$ cat src/rtl/char_buf_ctrl.sv
// Character text buffer for the character-drawing stage: 256 x 7-bit storage
// indexed {col, row}, a host byte-stream writer with an auto-advancing cursor,
// and a clear sequencer that fills the buffer with CLR_CODE during blanking.
module char_buf_ctrl #(
  parameter logic [6:0] CLR_CODE = 7'h20,
  parameter logic [7:0] NL_CODE  = 8'h0A,
  parameter logic [7:0] FF_CODE  = 8'h0C
) (
  input  logic       pclk,
  input  logic       rst,
  input  logic [7:0] disp_addr,
  input  logic       disp_blnk,
  output logic [6:0] disp_code,
  input  logic       wr_valid,
  input  logic [7:0] wr_char,
  output logic       wr_ready,
  input  logic       clr_req,
  output logic       busy,
  output logic [7:0] cursor
);

  localparam int unsigned DEPTH = 256;

  typedef enum logic {
    IDLE,
    CLEAR
  } state_t;

  state_t     state;
  logic [7:0] clr_addr;
  logic [6:0] mem [DEPTH];

  logic       accept;
  logic       is_nl;
  logic       is_ff;
  logic       mem_we;
  logic [7:0] mem_waddr;
  logic [6:0] mem_wdata;
  logic [3:0] col;
  logic [3:0] row;

  assign col      = cursor[7:4];
  assign row      = cursor[3:0];
  assign busy     = (state == CLEAR);
  assign wr_ready = (state == IDLE) && disp_blnk && !rst;
  assign accept   = wr_valid && wr_ready;
  assign is_nl    = (wr_char == NL_CODE);
  assign is_ff    = (wr_char == FF_CODE);

  // Single write port shared by the clear sequencer and the host stream
  always_comb begin
    mem_we    = 1'b0;
    mem_waddr = cursor;
    mem_wdata = wr_char[6:0];
    if (state == CLEAR) begin
      mem_we    = disp_blnk && !rst;
      mem_waddr = clr_addr;
      mem_wdata = CLR_CODE;
    end else begin
      mem_we    = accept && !is_nl && !is_ff;
    end
  end

  // Storage array; contents are initialised by the clear sequence, not by reset
  always_ff @(posedge pclk) begin
    if (mem_we) begin
      mem[mem_waddr] <= mem_wdata;
    end
  end

  // Display read port, one-cycle latency, read-first against a same-cycle write
  always_ff @(posedge pclk) begin
    if (rst) begin
      disp_code <= 7'h00;
    end else begin
      disp_code <= mem[disp_addr];
    end
  end

  // Control FSM: host byte handling in IDLE, blanking-gated fill in CLEAR
  always_ff @(posedge pclk) begin
    if (rst) begin
      state    <= CLEAR;
      clr_addr <= 8'h00;
      cursor   <= 8'h00;
    end else begin
      case (state)
        IDLE: begin
          if (accept) begin
            if (is_ff) begin
              cursor   <= 8'h00;
              clr_addr <= 8'h00;
              state    <= CLEAR;
            end else if (is_nl) begin
              cursor <= {4'h0, 4'(row + 4'd1)};
            end else begin
              cursor <= {4'(col + 4'd1), 4'(row + 4'(col == 4'hF))};
            end
          end
          if (clr_req) begin
            clr_addr <= 8'h00;
            state    <= CLEAR;
          end
        end
        CLEAR: begin
          if (disp_blnk) begin
            clr_addr <= 8'(clr_addr + 8'd1);
            if (clr_addr == 8'hFF) begin
              cursor <= 8'h00;
              state  <= IDLE;
            end
          end
        end
      endcase
    end
  end

endmodule

$ cat config.mk
export PLATFORM = sky130hd
export DESIGN_NAME = char_buf_ctrl
export DESIGN_NICKNAME = d
export VERILOG_FILES = /design/src/rtl/char_buf_ctrl.sv
export SDC_FILE = /design/constraint.sdc
export NUM_CORES = 2
export LEC_CHECK = 0
export CAP_MARGIN = 30
export CORE_ASPECT_RATIO = 1.5
export CORE_UTILIZATION = 63
export CTS_BUF_LIST = sky130_fd_sc_hd__clkbuf_16
export CTS_CLUSTER_DIAMETER = 100
export DETAILED_ROUTE_END_ITERATION = 10
export DONT_BUFFER_PORTS = 1
export PLACE_DENSITY_LB_ADDON = 0.12
export SYNTH_ARGS = -nofsm -noshare
export SYNTH_HDL_FRONTEND = slang
export SYNTH_SLANG_ARGS = --single-unit
$ cat constraint.sdc
create_clock -name pclk -period 12.6 [get_ports pclk]
set_input_delay 2.52 -clock pclk [delete_from_list [all_inputs] [get_ports pclk]]
set_output_delay 2.52 -clock pclk [all_outputs]
set_load 0.05 [all_outputs]
After elaboration in Yosys (flattened, before gate mapping)

Memories as Yosys holds them, arrays and structs flattened. A register that Yosys moved wholly into a read port is not among the register bits.
Cells that the tools add are included.
W data, S select, Z words.

$add $sub $neg: 4
Shifts and indexed selects: 0
Muxes and demuxes: 22
$lt $le $gt $ge: 0
Equal/unequal tests: 9
$mul: 0
Reductions and logical operators: 11
Bitwise operators: 1
Div/mod/pow operators: 0

Operators with widths:

| operator              | count |
|---|---|
| $mux W8               | 10 |
| $pmux W8 S2           | 2 |
| $eq A8 B4 Y1 const B  | 2 |
| $add A4 B1 Y4 const B | 2 |
| $add A8 B1 Y8 const B | 1 |
| $eq A8 B8 Y1 const B  | 1 |
| $mux W1               | 8 |
| $mux W7               | 1 |
| $logic_and A1 B1 Y1   | 6 |
| $ne A3 B3 Y1 const B  | 2 |
| $reduce_and A3 Y1     | 2 |
| $add A4 B1 Y4         | 1 |
| $eq A4 B4 Y1 const B  | 1 |
| $ne A2 B2 Y1 const B  | 2 |
| $logic_not A1 Y1      | 3 |
| $ne A2 B1 Y1 const B  | 1 |
| $pmux W1 S2           | 1 |
| $not A1 Y1            | 1 |

Memory bits (writable): 1792
Output and inout port bits: 17
Memories: 1
ROM bits: 0
Flip-flop bits (word level): 17
Bits of input ports: 21
Logic and storage cells: 51
Latch bits: 0

Memories:

| memory | words | bits a word | read ports | clocked after memory_dff | write ports | line | source |
|---|---|---|---|---|---|---|---|
| mem    | 256   | 7           | 1          | 1                        | 1           | 31   | `logic [6:0] mem [DEPTH];` |

Depth between registers and ports, before layout

Depth in word-level cells: 9
Gate-level depth with buffers: 12
Depth with buffers taken out: 10

Least setup slack after synthesis

Ideal clock, no wire load.

Path type: input port to flip-flop
Start point: in wr_char[0]
End point: mem mem[0][0] (data pin)
Setup slack: 2.489 ns
Buffers on the path: 0
Data required time: 11.153 ns
Stages on the path: 1
Library setup time: 1.447 ns
Data arrival time: 8.665 ns
Cells stage by stage: nor2b_1

Longest elaborated chain between the ends: 1

RTL lines:

| element     | line | source |
|---|---|---|
| from (decl) | 15   | `input logic [7:0] wr_char,` |
| $mux W7     | 55   | `if (state == CLEAR) begin` |
| to (decl)   | 31   |  |

Every way passes these cells.

==> metrics.txt <==
Gate Count Post-Synth approximately 3700; time the worst path needs with I/O delays and setup 6.133 ns; Async SR Flop Fraction 0%; post-DP HPWL 116000 um; maximum fanout encountered on the critical timing path 203; H-Tree Level Count 4; number of synthesized flops with an enable pin roughly 1800; DR WL/cell between 30 and 40 um; Final Hold Vio Count 0; HP Class reg2reg; cell with the most instances on the worst path buf_16; RSZ-0062 raised after global routing false; maximum clock insertion buffer count 3; number of synthesized register bits 1816; number of library cell types mapped by synthesis 80; required time at the worst-slack endpoint 13.27 ns; later-pin clock latency in the skew report 0.80 ns; clock tree from TritonCTS done; combined buffer and inverter count along the critical path 3; leakage power summed over all cells around 25 nW; sort of element at the start of the critical path input port; highest-count cells in the layout ignoring fill and taps edfxtp_1, nor2_1, mux2i_1; share of synthesized area occupied by flip-flops and latches 75.23%; final clock period utilization by the worst path around half; grt met2 use a little under three fifths; number of sinks on the clock net ~1800; via count of the first global-routing pass 37399; die area between 100000 and 150000 sq um; Top FF cell, synth edfxtp_1; Crit-path slowest cell buf_16; biggest cell delay along the critical path 0.97 ns; initial standard-cell utilization of the core around 64%; met3 capacity usage during global routing 6.624%; Die Height between 400 and 500 um; skew final approximately 0.027 ns; Antenna diodes 0; first drt pass iteration count 5; total detailed-routing wirelength roughly 190000 um; post-synth design cell area ~72000 sq um; number of buffers inserted during clock tree synthesis between 150 and 200; leading cell types by total area after synthesis edfxtp_1, mux4_2, mux2i_1; Area Overhead vs Synth 8.299%; final slew viol count 64; sum of negative setup slack 0 ns; clock-pin transition on the worst setup and hold timing paths approximately 0.06 ns; number of setup buffers added after CTS 0; total gr overflow 0; endpoint kind of the worst setup timing path flop; transition at the pin with the smallest max-transition slack 1.523 ns; wire length of the first global-routing pass between 200000 and 300000 um; starting DRC count in detailed routing a little under 5000; layer with the highest usage after global routing met2; last weighted congestion value of the routability-driven placer between 0.9 and 1; mean instance size in the synthesized netlist slightly below 20 sq um; category of the critical setup timing path in2reg; nets in the synthesized netlist about 3700; area of the core roughly 110000 sq um; Top-Level Pins 38; leading area contributor after synthesis edfxtp_1; total power density per cell area about 150 nW/um^2; sequence of cells on the critical path buf_16 > buf_16 > or3_1 > buf_4 > o22ai_1 > a2111oi_2 > a21oi_1 > nand4_1 > o31ai_2; port bufs 0; hold bufs inserted after CTS 0; Data arrival, critical path 6.80 ns; max-capacitance violation count 0; All-Layer GR Usage 33.43%; fin util between 60% and 70%; worst ir drop on vdd roughly 0.14 mV; via density per instance between 7 and 8; fraction of synthesized cell area taken by the top area cell type between 70% and 80%; remaining number of nets flagged by the antenna check after routing 0; post-CTS sizing 0; most common library cell in the layout ignoring fill and taps edfxtp_1; global routing usage on met1 slightly above 40%; Max transition margin -1.502%; Finish-stage setup viols 0; peak clock frequency supported by timing roughly 0.16 GHz; Final nets between 3000 and 4000; share of cells above drive strength 1 approximately 16%; number of vias after detailed routing ~37000; die width about 280 um; YS warnings 0; largest net degree at the start of global routing 518; root buffer selected by CTS clkbuf_16; run status finished, violations left; # DRC 0; num rows 151; family with the most delay on the worst path buffers and inverters; failing checks slew limit; antenna violations before repair 4
area by class of cell:
type,instances,area [sq um]
multi-input cells,1658,16240
flip-flops and latches,1816,54290
fillers,6893,35010
clock inverters,122,1039
inverters,4,16.27
repair buffers,57,623.1
well taps,1453,1818
clock buffers,165,4129
path summary, 6_finish.rpt:
path | cells past startpoint | start | slack [ns] | end
setup reg to reg | 4 | cursor[1]$_SDFFE_PP0P_ | 8.65 | mem[203][0]$_DFFE_PP_
hold / removal | 2 | clr_addr[1]$_SDFFE_PP0P_ | 0.58 | clr_addr[1]$_SDFFE_PP0P_
setup / recovery | 9 | disp_addr[0] | 6.47 | disp_code[3]$_SDFF_PP0_
hold reg to reg | 2 | clr_addr[1]$_SDFFE_PP0P_ | 0.58 | clr_addr[1]$_SDFFE_PP0P_
tightest hold or removal path: stages (launching register included):
cell and delay (ns):
dfxtp_1 0.39, nand2_1 0.09, a21oi_1 0.06
power breakdown:
group,switching (mW),internal [mW],total [mW]
logic,0.240,0.165,0.405
clock network,2.16,2.72,4.88
registers,0.0216,6.53,6.56
metrics by stage:
step / area [sq um] / std cells / total power [mW] / worst slack [ns] / hold slack (ns)
after floorplan: 72170 / 3703 / 6.998 / 2.489 / 0.5059
after global placement: 72780 / 4976 / 7.033 / 6.217 / 0.5564
after detailed placement: 72870 / 4983 / 7.034 / 6.868 / 0.5808
after CTS: 78040 / 5270 / 11.80 / 6.868 / 0.5874
after global routing: 78160 / 5275 / 12.06 / 6.379 / 0.6308
final: 78160 / 5275 / 11.84 / 6.467 / 0.5767
synth_stat cells, types with 25 or more instances:
library cell	count
nor2_1	332
o21ai_0	37
buf_8	25
buf_2	60
a21oi_1	65
a211oi_1	32
mux4_2	270
buf_4	25
o22ai_1	68
edfxtp_1	1792
mux2i_1	274
nand2_1	131
nor4_1	26
nand3_1	45
clkbuf_1	63
nor3_1	37
mux4_1	54
o221ai_1	60
a22oi_1	36
routing by layer:
layer / vias to the layer above / routed length (um)
li1: 15198 / -
met1: 19301 / 64720
met2: 2267 / 95890
met3: 556 / 16780
met4: 4 / 13290
met5: - / 34
registers in the layout, summed over array words and instances, names as in the netlist:
signal	count
clr_addr	8
busy	1
cursor	8
mem	1792
disp_code	7
kinds of logic (layout without fill, tap and decap cells):
group	Yosys count	in the layout	share of synthesized area, %
flip-flops	1816	1816	75.23
AO/OA/AOI/OAI	388	388	3.816
adder cells (fa/ha/maj)	4	4	0.06935
buffers and inverters	229	348	2.502
AND/OR/NAND/NOR	661	661	4.106
multiplexers	598	598	14.19
XOR/XNOR	7	7	0.08495
No activity file was read; power rests on OpenSTA's default activity.
